### config.mk
export PLATFORM = sky130hd
export DESIGN_NAME = masked_seq_detector
export DESIGN_NICKNAME = d
export VERILOG_FILES = /design/src/rtl/seq_det_pkg.sv /design/src/rtl/seq_det_history.sv /design/src/rtl/masked_seq_detector.sv
export SDC_FILE = /design/constraint.sdc
export NUM_CORES = 1
export LEC_CHECK = 0
export ABC_AREA = 0
export BUFFER_PORTS_ARGS = -buffer_cell sky130_fd_sc_hd__buf_2
export CORE_UTILIZATION = 35
export CTS_CLUSTER_DIAMETER = 60
export DETAILED_ROUTE_END_ITERATION = 10
export PLACE_DENSITY_LB_ADDON = 0.3
export SKIP_LAST_GASP = 1
export SYNTH_ARGS = -nofsm -noshare
export SYNTH_HDL_FRONTEND = slang
export SYNTH_SLANG_ARGS = --single-unit
export TNS_END_PERCENT = 20
### constraint.sdc
create_clock -name clk -period 1.1 [get_ports clk]
set_clock_uncertainty 0.05 [all_clocks]
set_input_delay 0.22 -clock clk [delete_from_list [all_inputs] [get_ports clk]]
set_output_delay 0.22 -clock clk [all_outputs]
set_load 0.02 [all_outputs]
### src/rtl/seq_det_pkg.sv
// ============================================================================
// Module  : seq_det_pkg
// Brief   : Shared FSM states and power-on pattern/mask for masked_seq_detector.
// Revision: 1.0 - initial release
// ============================================================================
`default_nettype none

package seq_det_pkg;

    typedef enum logic [1:0] {
        ST_FILL  = 2'd0,
        ST_ARMED = 2'd1,
        ST_HIT   = 2'd2
    } state_t;

    // 10X1 pattern; wider LEN values see it zero-extended in the upper bits.
    localparam logic [15:0] c_DEF_PATTERN = 16'h0009;
    localparam logic [15:0] c_DEF_MASK    = 16'h000D;

endpackage

`default_nettype wire

### src/rtl/seq_det_history.sv
// ============================================================================
// Module  : seq_det_history
// Brief   : History shift register, saturating fill counter and masked compare.
// Revision: 1.0 - initial release
// ============================================================================
`default_nettype none

module seq_det_history #(
    parameter int LEN = 4
) (
    input  logic           clk,
    input  logic           reset,
    input  logic           i_flush,
    input  logic           i_shift,
    input  logic           i_x,
    input  logic           i_overlap,
    input  logic [LEN-1:0] i_pattern,
    input  logic [LEN-1:0] i_mask,
    output logic           o_match,
    output logic           o_full_next,
    output logic           o_filled
);

    localparam int FILL_W = $clog2(LEN + 1);
    localparam logic [FILL_W-1:0] c_FILL_MAX = FILL_W'(LEN);

    logic [LEN-1:0]    r_hist;
    logic [FILL_W-1:0] r_fill;
    logic [LEN-1:0]    w_hist_next;
    logic [FILL_W-1:0] w_fill_next;

    assign w_hist_next = {r_hist[LEN-2:0], i_x};
    assign w_fill_next = (r_fill == c_FILL_MAX) ? r_fill : r_fill + 1'b1;
    assign o_full_next = (w_fill_next == c_FILL_MAX);
    assign o_filled    = (r_fill == c_FILL_MAX);
    assign o_match     = i_shift && o_full_next &&
                         (((w_hist_next ^ i_pattern) & i_mask) == '0);

    always_ff @(posedge clk or posedge reset) begin
        if (reset) begin
            r_hist <= '0;
            r_fill <= '0;
        end else if (i_flush) begin
            r_hist <= '0;
            r_fill <= '0;
        end else if (i_shift) begin
            r_hist <= w_hist_next;
            // Non-overlap mode demands LEN fresh bits after every match.
            r_fill <= (o_match && !i_overlap) ? '0 : w_fill_next;
        end
    end

endmodule

`default_nettype wire

### src/rtl/masked_seq_detector.sv
// ============================================================================
// Module  : masked_seq_detector
// Brief   : Serial masked-pattern detector with Moore match flag and counter.
// Revision: 1.0 - initial release
// ============================================================================
`default_nettype none

module masked_seq_detector
    import seq_det_pkg::*;
#(
    parameter int LEN   = 4,
    parameter int CNT_W = 8
) (
    input  logic             clk,
    input  logic             reset,
    input  logic             x,
    input  logic             x_valid,
    input  logic             clear,
    input  logic             cfg_load,
    input  logic [LEN-1:0]   pattern,
    input  logic [LEN-1:0]   mask,
    input  logic             overlap,
    output logic             z,
    output logic [CNT_W-1:0] match_count
);

    logic             r_rst_meta;
    logic             r_rst_sync;
    state_t           r_state;
    logic             r_z;
    logic [CNT_W-1:0] r_count;
    logic [LEN-1:0]   r_pattern;
    logic [LEN-1:0]   r_mask;
    logic             r_overlap;

    logic w_flush;
    logic w_shift;
    logic w_match;
    logic w_full_next;
    logic w_filled;

    // Assertion is immediate; release is re-timed to clk.
    always_ff @(posedge clk or posedge reset) begin
        if (reset) begin
            r_rst_meta <= 1'b1;
            r_rst_sync <= 1'b1;
        end else begin
            r_rst_meta <= 1'b0;
            r_rst_sync <= r_rst_meta;
        end
    end

    assign w_flush = clear | cfg_load;
    assign w_shift = x_valid & ~w_flush;

    seq_det_history #(
        .LEN (LEN)
    ) u_history (
        .clk         (clk),
        .reset       (r_rst_sync),
        .i_flush     (w_flush),
        .i_shift     (w_shift),
        .i_x         (x),
        .i_overlap   (r_overlap),
        .i_pattern   (r_pattern),
        .i_mask      (r_mask),
        .o_match     (w_match),
        .o_full_next (w_full_next),
        .o_filled    (w_filled)
    );

    always_ff @(posedge clk or posedge r_rst_sync) begin
        if (r_rst_sync) begin
            r_state   <= ST_FILL;
            r_z       <= 1'b0;
            r_count   <= '0;
            r_pattern <= c_DEF_PATTERN[LEN-1:0];
            r_mask    <= c_DEF_MASK[LEN-1:0];
            r_overlap <= 1'b0;
        end else begin
            if (cfg_load) begin
                r_pattern <= pattern;
                r_mask    <= mask;
                r_overlap <= overlap;
            end
            if (clear) begin
                r_count <= '0;
            end
            if (w_flush) begin
                r_state <= ST_FILL;
                r_z     <= 1'b0;
            end else if (x_valid) begin
                if (w_match) begin
                    r_state <= ST_HIT;
                    r_z     <= 1'b1;
                    if (r_count != '1) begin
                        r_count <= r_count + 1'b1;
                    end
                end else begin
                    r_state <= w_full_next ? ST_ARMED : ST_FILL;
                    r_z     <= 1'b0;
                end
            end else if (r_state == ST_HIT) begin
                r_state <= w_filled ? ST_ARMED : ST_FILL;
                r_z     <= 1'b0;
            end
        end
    end

    assign z           = r_z;
    assign match_count = r_count;

endmodule

`default_nettype wire

== After elaboration in Yosys (flattened, before gate mapping) ==
Index checks and enable logic that the tools add are counted.
Widths: inputs -> output; s select.

* Multiply operators: 0
* Shift operators: 0
* Bitwise logic cells: 5
* Divide/modulo/power cells: 0
* Reduce and logical (&&, ||, !) cells: 7
* Equal/unequal tests: 4
* $lt $le $gt $ge: 0
* Add/subtract/negate cells: 2
* Muxes and demuxes: 21

{| class="wikitable"
|+ Operators by type and width
! operator !! count
|-
| $mux 8 || 5
|-
| $mux 3 || 6
|-
| $add 8x1->8 const B || 1
|-
| $mux 2 || 4
|-
| $ne 8x8->1 const B || 1
|-
| $eq 3x3->1 const B || 2
|-
| $mux 1 || 6
|-
| $and 4x4->4 || 1
|-
| $logic_not 4->1 || 1
|-
| $xor 4x4->4 || 1
|-
| $add 3x1->3 const B || 1
|-
| $logic_and 1x1->1 || 3
|-
| $reduce_bool 3->1 || 1
|-
| $eq 2x2->1 const B || 1
|-
| $reduce_bool 2->1 || 1
|-
| $and 1x1->1 || 1
|-
| $logic_not 1->1 || 1
|-
| $not 1->1 || 1
|-
| $or 1x1->1 || 1
|}

* Word-level logic and storage cells: 49
* Bits in registers: 28
* Memory bits (writable): 0
* Latch bits: 0
* Memories: 0
* Memory bits (read-only): 0
* Output and inout port bits: 9
* Input bits: 15

== Longest topological paths before layout ==
* Word-level depth: 9
* Gate-level depth with buffers: 8
* Mapped depth without buffers: 7

== Modules after synthesis ==
Synthesis repeated with hierarchy kept, for this count alone.

* Cell total of the unflattened synthesis: 122
* Area, all modules: 1,375.1 um^2

{| class="wikitable"
|+ By module, submodules not included
! module !! times used !! cells an instance !! area each (um^2) !! seq. area each (um^2)
|-
| masked_seq_detector || 1 || 81 || 957.2 || 534.3
|-
| seq_det_history || 1 || 41 || 417.9 || 150.1
|}

== Worst setup path before layout ==
Ideal clock, no wire load.

* Kind: register to register
* From: register u_history.r_fill[0]
* To: register r_count[3] (netlist: match_count[3])
* Cell stages (with the launch flop): 8
* Arrival time: 2,005 ps
* Setup slack: -1,032 ps
* Setup time: 77 ps
* Data required time: 973 ps
* Buffers on the path: 0
* Period minus slack after synthesis: 2,132 ps
* Cell sequence: dfrtp_1 > inv_1 > ha_1 > nand3b_1 > o2111ai_1 > or4_4 > or4_1 > a21oi_1

* Cells in the longest elaborated chain, start to end: 8
* Elaborated cells on any way between the ends: 9
* Classes of those cells: 1 x add/sub; 2 x eq/ne; 4 x mux; 2 x reduce/logical

{| class="wikitable"
|+ Ends and longest elaborated chain
! item !! RTL line !! text
|-
| start, declared || seq_det_history.sv:28 || <nowiki>logic [FILL_W-1:0] r_fill;</nowiki>
|-
| start signal, assigned || seq_det_history.sv:49 || <nowiki>r_fill <= (o_match && !i_overlap) ? '0 : w_fill_next;</nowiki>
|-
| $add 3x1->3 or $eq 3x3->1 (tied branches) || seq_det_history.sv:33 || <nowiki>assign w_fill_next = (r_fill == c_FILL_MAX) ? r_fill : r_fill + 1'b1;</nowiki>
|-
| $mux 3 (*) || seq_det_history.sv:33 ||
|-
| $eq 3x3->1 (*) || seq_det_history.sv:34 || <nowiki>assign o_full_next = (w_fill_next == c_FILL_MAX);</nowiki>
|-
| $logic_and 1x1->1 (*) (2 in series) || seq_det_history.sv:36 || <nowiki>assign o_match = i_shift && o_full_next &&</nowiki>
|-
| $mux 8 (*) || masked_seq_detector.sv:93 || <nowiki>if (w_match) begin</nowiki>
|-
| $mux 8 (*) || masked_seq_detector.sv:92 || <nowiki>end else if (x_valid) begin</nowiki>
|-
| $mux 8 (*) || masked_seq_detector.sv:89 || <nowiki>if (w_flush) begin</nowiki>
|-
| end signal, assigned || masked_seq_detector.sv:97 || <nowiki>r_count <= r_count + 1'b1;</nowiki>
|-
| end, declared || masked_seq_detector.sv:31 || <nowiki>logic [CNT_W-1:0] r_count;</nowiki>
|}

Mark *: on every way between the ends. The rest lies on a longest branch, timed or not.
A chain may end at the register's enable or synchronous reset.

== Worst setup path after layout ==
* From: register r_pattern[3]
* To: register r_count[2] (netlist: match_count[2])

* Cells in the longest elaborated chain, start to end: 7

{| class="wikitable"
|+ Ends and longest elaborated chain
! item !! RTL line !! text
|-
| start, declared || masked_seq_detector.sv:32 || <nowiki>logic [LEN-1:0] r_pattern;</nowiki>
|-
| start signal, assigned || masked_seq_detector.sv:77 || <nowiki>r_pattern <= c_DEF_PATTERN[LEN-1:0];</nowiki>
|-
| start signal, assigned || masked_seq_detector.sv:82 || <nowiki>r_pattern <= pattern;</nowiki>
|-
| $xor 4x4->4 || seq_det_history.sv:37 || <nowiki>(((w_hist_next ^ i_pattern) & i_mask) == '0);</nowiki>
|-
| $and 4x4->4 || seq_det_history.sv:37 ||
|-
| $logic_not 4->1 || seq_det_history.sv:37 ||
|-
| $logic_and 1x1->1 || seq_det_history.sv:36 ||
|-
| $mux 8 || masked_seq_detector.sv:93 ||
|-
| $mux 8 || masked_seq_detector.sv:92 ||
|-
| $mux 8 || masked_seq_detector.sv:89 ||
|}

No other way between the ends.

==> results.toml <==
[synthesis]
ys_async_sr_fraction_pct = 100
yosys.cell_types.count = 39
synth_edf_count = 0
syn-num-nets = 147
synthAdderAreaFrac_pct = 2.77
postSynthAreaPerCell_um2 = 10.5
synth_xor_area_share_pct = 3.23
netlist.area_leader.share_pct = 37.0
synth_top_family_by_area = "simple AND/OR/NAND/NOR gates"
yosys.area_share.simple_pct = 18.9
yosys-top-cells-area = "dfrtp_1 37%, dfstp_2 14%, mux2_2 8.3%"
syn_area_um2 = 1350
ys_seq_area_share_pct = 50.6
synth_warnings = 0
synth_area_leader_cell = "dfrtp_1"
synth_mux_area_share_pct = 12.0
ys_seq_elements = 27
syn_inst = 129
synth-compound-area-share_pct = 9.33
synth_ff_type = "dfrtp_1"

[outcome]
violations = "negative setup slack"
status = "complete, but fails checks"

[timing]
worst_slack_ps = -1050
finalHoldViolCount = 0
finalSetupViolations = 21
clock.fmax_mhz = 466
fin_setup_tns_ps = -11070
fin_crit_ps = 2150
slew_viol_final = 0
rsz0062_at_grt = "true"
period_share_pct = 195

[clock_tree]
h-tree-depth = 1
clkTransAtPathRegs_ps = 90
clock_latency_ps = 260
cts-root-buf = "clkbuf_8"
cts_made_buffers = 3
numClockSinks = 27
cts_tree = "built"
clockBufferDepth = 2

[grt]
grt_max_degree = 15
grt_pass1_vias = 1189
grt_usage_pct = 16.3
grt_pass1_wl_um = 5210
antenna_found_initial = 0
overflow = 0

[critical_path]
ff2ff_path_depth = 5
critPathBufInv = 0
required_ps = 1250
path_delay_family = "simple AND/OR/NAND/NOR gates"
path_cells = "xor2_1, a22o_1, or4_4, or4_1, a21oi_1"
crit_arrival_ps = 2290
crit_start = "r_pattern[3]"
rr_startpoint = "r_pattern[3]"
path_max_fanout = 4
slowest_delay_ps = 560
start_kind = "flop"
path_class = "reg -> reg"
cp_slowest_cell = "or4_4"
reg2reg_to = "match_count[2]"
ff2ff_setup_slack_ps = -1050
end_kind = "flop"
crit_end = "match_count[2]"
crit_cells = 5

[pwr]
cellLeakagePower_nw = 0.893
ir_drop_mv = 0.927
power_w = 0.00185
power_density_nw_per_um2 = 985

[floorplanning]
initial_core_util_pct = 36.7
die-area_um2 = 4120
dieHeight_um = 64.2
dieWidth_um = 64.2
core_um2 = 3690
ios = 24
rows = 22

[worst_hold_path]
hold_class = "in -> reg"

[detailed_routing]
route.vias.total = 1150
antenna_left = 0
wirelength_um = 3070
wire_per_inst_um = 13.1
dr.pass1.iters = 4
drc = 0
drt_iter0_drc = 29
avgViaCountPerCell = 4.89

[job]
maxCapViolCount = 0

[placement]
place_area_um2 = 1770
io_buffers = 23
dpl.hpwl_um = 2410
gp_congestion = 0.863

[cells_and_area]
diodes = 0
post-route-util_pct = 51.1
final_cell_area_um2 = 1880
areaGrowthSynthToFinish_pct = 39.1
nets = 206
final_layout_size_suffix_gt1_share_pct = 47.6
[how the worst min path moves through the flow]
stage	startpoint	end	slack [ps]	cells past startpoint
5_1_grt	overlap	r_overlap	130	2
3_3_place_gp	reset	r_rst_meta	190	2
3_5_place_dp	reset	r_rst_sync	200	2
2_1_floorplan	reset	r_rst_meta	80	1
4_1_cts	pattern[1]	r_pattern[1]	120	2
6_report	pattern[1]	r_pattern[1]	130	2
[sequential cells by signal, indices dropped and copies added (netlist names)]
signal / flops
match_count: 8
r_mask: 4
r_pattern: 4
u_history.r_fill: 3
u_history.r_hist: 3
r_state: 2
r_overlap: 1
r_rst_meta: 1
r_rst_sync: 1
[metrics by stage]
step           cells  hold slack (ps)  setup slack [ps]
3_5_place_dp     229              198             -1050
3_3_place_gp     229              191              -986
4_1_cts          234              125             -1030
2_1_floorplan    129             81.5              -992
6_report         235              131             -1050
5_1_grt          235              129             -1090
[per-layer routing]
metal | vias up | track usage (%) | share of wire (%)
met4 | 0 | 5.56 | 1.4
li1 | 571 | - | -
met1 | 549 | 19.7 | 45
met5 | - | 0 | 0
met2 | 24 | 29.5 | 50
met3 | 6 | 2.14 | 3.4
[synth_stat cells, types with 2 or more instances]
cell      instances
dfrtp_1          20
nor2_1           17
mux2_2           10
dfstp_2           7
nand2_1           7
a21oi_1           5
inv_1             5
mux2i_1           5
nand3_1           4
xor2_1            4
clkbuf_1          3
ha_1              3
nor3_1            3
o21ai_0           3
a22o_1            2
and2_1            2
nand2b_1          2
nor2b_1           2
nor4_1            2
o31ai_1           2
or3_1             2
or4_1             2
[placed cells by master (no fill, tap or decap), types with 2 or more instances in the layout]
cell       n
nor3_1     3
a22o_1     2
dfrtp_1   20
clkbuf_8   3
or4_1      2
nand3_1    4
nor2_1    17
buf_4     34
or3_1      2
nand2_1    7
nor2b_1    2
dfstp_2    7
o21ai_0    3
mux2i_1    5
inv_1      3
and2_1     2
nand2b_1   2
buf_2     23
xor2_1     4
inv_2      2
mux2_2    10
a21oi_1    4
[final cells by class]
cell class / count / area, um^2
Tap cell: 48 / 60.1
Inverter: 5 / 18.8
Clock buffer: 4 / 45.0
Sequential cell: 27 / 684
Fill cell: 359 / 1810
Timing Repair Buffer: 59 / 392
Multi-Input combinational cell: 92 / 683
[cell families (layout without fill, tap and decap cells)]
group | after synthesis | in the layout
buf+inv | 10 | 68
fa+ha+maj | 3 | 3
mux | 15 | 15
other cells | 1 | 1
compound gates | 18 | 18
xor+xnor | 5 | 5
flops | 27 | 27
simple gates | 50 | 50
[report_power, final]
part	leakage [nW]	switching, W	total (W)	internal [W]
Sequential	0.343	0.0000255	0.00108	0.00105
Clock	0.0228	0.000290	0.000549	0.000259
Combinational	0.527	0.000103	0.000230	0.000126
Total	0.893	0.000419	0.00185	0.00143
[timing repair]
action,4_1_cts,5_1_grt
endpoints found under the hold margin,2,0
setup endpoints to repair,22,22
pin swaps,2,0
buffers inserted,0,1
hold buffers,1,0
gates resized for setup,3,5
No activity file was read; power rests on OpenSTA's default activity.
